===== src/rtl/ahb_apb_bridge_mslv.sv =====
// ahb_apb_bridge_mslv: AHB single-transfer to APB3 bridge with wait states and error responses
module ahb_apb_bridge_mslv #(
  parameter int ADDR_W      = 32,
  parameter int DATA_W      = 32,
  parameter int NUM_SLV     = 4,
  parameter int SLV_SEL_LSB = 28
) (
  input  logic                      Hclk,
  input  logic                      Hreset,
  input  logic [1:0]                Htrans,
  input  logic [2:0]                Hsize,
  input  logic [2:0]                Hburst,
  input  logic                      Hreadyin,
  input  logic [ADDR_W-1:0]         Haddr,
  input  logic                      Hwrite,
  input  logic [DATA_W-1:0]         Hwdata,
  output logic [DATA_W-1:0]         Hrdata,
  output logic [1:0]                Hresp,
  output logic                      Hreadyout,
  output logic [ADDR_W-1:0]         Paddr,
  output logic [DATA_W-1:0]         Pwdata,
  output logic                      Pwrite,
  output logic [NUM_SLV-1:0]        Pselx,
  output logic                      Penable,
  input  logic [NUM_SLV*DATA_W-1:0] Prdata,
  input  logic [NUM_SLV-1:0]        Pready,
  input  logic [NUM_SLV-1:0]        Pslverr
);
  localparam int SEL_W  = NUM_SLV > 1 ? $clog2(NUM_SLV) : 1;
  localparam int MAX_SZ = $clog2(DATA_W / 8);
  typedef enum logic [2:0] {IDLE, WWAIT, SETUP, ACCESS, ERR1, ERR2} state_t;
  state_t state_q, state_d, state_new;
  logic [ADDR_W-1:0]  addr_q;
  logic [DATA_W-1:0]  pwdata_q;
  logic [SEL_W-1:0]   idx_q, idx_d, hidx;
  logic [NUM_SLV-1:0] psel_q, psel_d;
  logic write_q, penable_q, valid, dec_err, done_ok, accept, unused_ok;
  assign unused_ok = ^{Hburst, Htrans[0]};
  assign valid     = Hreadyin && Htrans[1];
  assign hidx      = Haddr[SLV_SEL_LSB +: SEL_W];
  assign dec_err   = ({1'b0, hidx} >= (SEL_W + 1)'(NUM_SLV)) || (Hsize > 3'(MAX_SZ));
  assign done_ok   = state_q == ACCESS && Pready[idx_q] && !Pslverr[idx_q];
  // a new address phase is taken whenever the bridge is ready to the AHB side
  assign accept    = valid && (state_q == IDLE || state_q == ERR2 || done_ok);
  assign state_new = !valid ? IDLE : dec_err ? ERR1 : Hwrite ? WWAIT : SETUP;
  assign idx_d     = accept ? hidx : idx_q;
  assign psel_d    = (state_d == SETUP || state_d == ACCESS) ? NUM_SLV'(1) << idx_d : '0;
  always_ff @(posedge Hclk or posedge Hreset)
    if (Hreset) state_q <= IDLE;
    else state_q <= state_d;
  always_comb begin
    state_d = state_q;
    case (state_q)
      IDLE, ERR2: state_d = state_new;
      WWAIT:      state_d = SETUP;
      SETUP:      state_d = ACCESS;
      ACCESS:     state_d = !Pready[idx_q] ? ACCESS : Pslverr[idx_q] ? ERR1 : state_new;
      ERR1:       state_d = ERR2;
      default:    state_d = IDLE;
    endcase
  end
  always_comb begin
    Hreadyout = state_q == IDLE || state_q == ERR2 || done_ok;
    Hresp     = (state_q == ERR1 || state_q == ERR2) ? 2'b01 : 2'b00;
    Hrdata    = done_ok ? Prdata[idx_q*DATA_W +: DATA_W] : '0;
  end
  always_ff @(posedge Hclk or posedge Hreset)
    if (Hreset) begin
      addr_q    <= '0;
      write_q   <= 1'b0;
      idx_q     <= '0;
      pwdata_q  <= '0;
      psel_q    <= '0;
      penable_q <= 1'b0;
    end else begin
      if (accept) begin
        addr_q  <= Haddr;
        write_q <= Hwrite;
      end
      idx_q <= idx_d;
      if (state_q == WWAIT) pwdata_q <= Hwdata;
      psel_q    <= psel_d;
      penable_q <= state_d == ACCESS;
    end
  assign Paddr   = addr_q;
  assign Pwrite  = write_q;
  assign Pwdata  = pwdata_q;
  assign Pselx   = psel_q;
  assign Penable = penable_q;
endmodule


===== config.mk =====
export PLATFORM = sky130hd
export DESIGN_NAME = ahb_apb_bridge_mslv
export DESIGN_NICKNAME = d
export VERILOG_FILES = /design/src/rtl/ahb_apb_bridge_mslv.sv
export SDC_FILE = /design/constraint.sdc
export NUM_CORES = 1
export LEC_CHECK = 0
export CAP_MARGIN = 20
export CORE_AREA = 2 2 121 123
export CTS_CLUSTER_DIAMETER = 200
export CTS_CLUSTER_SIZE = 10
export DETAILED_ROUTE_END_ITERATION = 6
export DIE_AREA = 0 0 123 125
export PLACE_DENSITY = 0.68
export SYNTH_ARGS = -nofsm -noshare
export SYNTH_HDL_FRONTEND = slang
export SYNTH_SLANG_ARGS = --single-unit

===== constraint.sdc =====
create_clock -name Hclk -period 2.85 [get_ports Hclk]
set_clock_uncertainty 0.15 [all_clocks]
set_input_delay 0.57 -clock Hclk [delete_from_list [all_inputs] [get_ports Hclk]]
set_output_delay 0.57 -clock Hclk [all_outputs]
set_load 0.02 [all_outputs]

==> impl_metrics.env <==
export IMPL_die_width_um=123
export IMPL_worst_slack_ps=97.58
export IMPL_ys_types=38
export IMPL_critPathMaxFanout=32
export IMPL_core_area_sq_um=14200
export IMPL_hold_viol_final=0
export IMPL_clk_pin_slew_worst_paths_ps=60
export IMPL_clkPwrFrac_pct=15.6
export IMPL_combPwrFrac_pct=59.9
export IMPL_critical_path_class="input port to output pin"
export IMPL_finalCritPeriodShare_pct=96.58
export IMPL_hold_class="flip-flop to flip-flop"
export IMPL_setup_viol=0
export IMPL_wl_per_cell_um=18.31
export IMPL_p_sw_uw=2846
export IMPL_cts_buffers=9
export IMPL_synthesis_area_sq_um=4193
export IMPL_io_pins=317
export IMPL_yosys_warnings=0
export IMPL_cts_hold_buf=0
export IMPL_grt_pass1_vias=4149
export IMPL_outcome="finished, final reports clean"
export IMPL_wl_um=14630
export IMPL_worst_endpoint_arrival_ps=2030
export IMPL_clock_fmax_ghz=0.3633
export IMPL_routed_via_count=3811
export IMPL_die_area_sq_um=15380
export IMPL_place_ws_ps=-353.6
export IMPL_final_common_cell="clkdlybuf4s50_1"
export IMPL_drc=0
export IMPL_cts_sinks=75
export IMPL_p_leak_uw=0.003312
export IMPL_rows=44
export IMPL_grt_max_degree=43
export IMPL_slew_limit_headroom_pct=63.94
export IMPL_clock_latency_ps=330
export IMPL_drt_pass1_iter_count=4
export IMPL_top_usage_layer="met2"
export IMPL_avgSynthCellArea_sq_um=14.41
export IMPL_nets=820
export IMPL_slowest_delay_ps=400
export IMPL_path_buf_inv=3
export IMPL_fin_crit_ps=2752
export IMPL_setup_worst_path_start_class="input port"
export IMPL_antenna_found_initial=2
export IMPL_syn_inst=291
export IMPL_start_util_pct=29.52
export IMPL_grt_pass1_wl_um=22050
export IMPL_syn_to_final_growth_pct=85.14
export IMPL_hpwl_um=11790
export IMPL_ys_ff_latch=75
export IMPL_io_buffer_count=311
export IMPL_worstPathCellList="clkdlybuf4s50_1 -> mux2_2 -> o22ai_4 -> buf_12 -> and3_1 -> buf_2"
export IMPL_synth_seq_area_share_pct=44.76
export IMPL_ys_top_cells_by_area="dfrtp_1, mux4_2, mux2_2"
export IMPL_use_met3_pct=6.524
export IMPL_cts_max_level=3
export IMPL_cts_root_buf="clkbuf_16"
export IMPL_switching_share_pct=36.43
export IMPL_grt_use_met1_pct=19.57
export IMPL_gr_total_overflow=0
export IMPL_cp_required_ps=2130
export IMPL_drv_slew=0
export IMPL_tightest_slew_ps=540.8
export IMPL_p_per_area_nw_per_um2=1007
export IMPL_clk_path_buf_depth=2
export IMPL_synth_top_area_share_pct=44.76
export IMPL_die_y_um=125
export IMPL_vdd_ir_drop_worst_mv=0.6059
export IMPL_max_cap_violations=0
export IMPL_ant_nets=0
export IMPL_rsz0062_at_grt="no"
export IMPL_gp_congestion=0.8427
export IMPL_drive_gt1_share_pct=28.38
export IMPL_yosys_area_top_type="dfrtp_1"
export IMPL_p_int_uw=4968
export IMPL_cts_tree="yes"
export IMPL_most_common_layout_cells="clkdlybuf4s50_1, dfrtp_1, mux2_2"
export IMPL_critical_path_top_delay_family="buffers and inverters"
export IMPL_use_met2_pct=33.77
export IMPL_power_uw=7814
export IMPL_worstSetupEndpointType="output pin"
export IMPL_drt_vias_per_instance=4.770
export IMPL_drtIter0Drc=136
export IMPL_pwr_share_seq_pct=24.5
export IMPL_syn_num_nets=503
export IMPL_critical_path_slowest_cell="clkdlybuf4s50_1"
export IMPL_grtUsageTotal_pct=18.74
-- power groups by stage --
stage / logic [uW] / registers [uW] / clock network (uW)
final: 4680 / 1920 / 1220
after global routing: 4970 / 1990 / 1300
after CTS: 4790 / 1920 / 1250
after detailed placement: 4800 / 1930 / 0
after global placement: 4750 / 1900 / 0
after floorplan: 2150 / 2500 / 0
-- stage by stage --
stage / cell area, sq um / TNS (ps) / hold WS [ps] / util (%) / std cells
finish: 7762 / 0 / 355.5 / 54.65 / 799
global route: 7762 / 0 / 376.0 / 54.65 / 799
CTS: 7931 / 0 / 357.9 / 55.84 / 797
detailed placement: 7606 / -14230 / 342.1 / 53.55 / 781
global placement: 7606 / -12770 / 339.8 / 53.55 / 781
floorplan: 4193 / 0 / 415.8 / - / 291
-- routing by layer --
metal,wire (um),share of wire (%),up-vias
met5,0,0,-
met4,396,2.7,0
met2,7523,51,201
li1,-,-,1733
met3,1533,10,22
met1,5172,35,1855
-- sequential cells by signal (all words and copies together) (netlist names) --
name	count
Paddr	32
Penable	1
Pselx	4
Pwdata	32
Pwrite	1
idx_q	2
state_q	3
-- cells in the mapped netlist (all sizes together) --
master and instances:
dfrtp 75, mux2 66, and3 32, mux4 32, buf 14, clkbuf 12, inv 9, a21oi 6
nand2 5, o21ai 5, a211o 4, nand3 3, nor3 3, and2 2, maj3 2, mux2i 2
nand3b 2, nand4b 2, nor2 2, o211ai 2, o22ai 2, a22o 1, a41o 1, conb 1
nand2b 1, nand4 1, o2111ai 1, o21bai 1, or3b 1, xnor2 1
-- area by class of cell --
class,count,area [sq um]
Antenna cell,2,5.005
Clock buffer,10,229.0
Clock inverter,6,87.58
Fill cell,1265,6441
Inverter,9,33.78
Multi-Input combinational cell,181,2118
Sequential cell,75,1878
Tap cell,184,230.2
Timing Repair Buffer,332,3181
-- path summary, 6_finish.rpt --
path | startpoint | end | slack, ps | depth (start not counted)
worst min register to register | Pwdata[25] | Pwdata[25] | 360 | 1
min in group asynchronous | Hreset | Pwdata[12] | 520 | 3
worst max register to register | idx_q[0] | Paddr[27] | 330 | 8
max in group asynchronous | Hreset | Pwdata[6] | 1610 | 3
worst min-delay path | Pwdata[25] | Pwdata[25] | 360 | 1
worst max-delay path | Pslverr[2] | Hrdata[8] | 100 | 6
-- worst reg2reg max path: stages (launching register included) --
cell	delay (ps)
dfrtp_2	430
mux2_2	390
o22ai_4	220
buf_4	150
a22o_2	150
buf_4	160
and2_4	250
buf_12	190
mux2_4	310
-- kinds of logic after synthesis --
group | share of synthesized area (%)
mux | 37.72
flops | 44.76
simple gates | 7.759
buf+inv | 4.834
compound gates | 4.148
fa+ha+maj | 0.4775
other cells | 0.08944
xor+xnor | 0.2089
-- timing repair --
action | in CTS | in global routing
buffers inserted | 0 | 0
resized for setup | 103 | 28
endpoints found under the setup margin | 33 | 28
(Power assumes the default switching activity.)
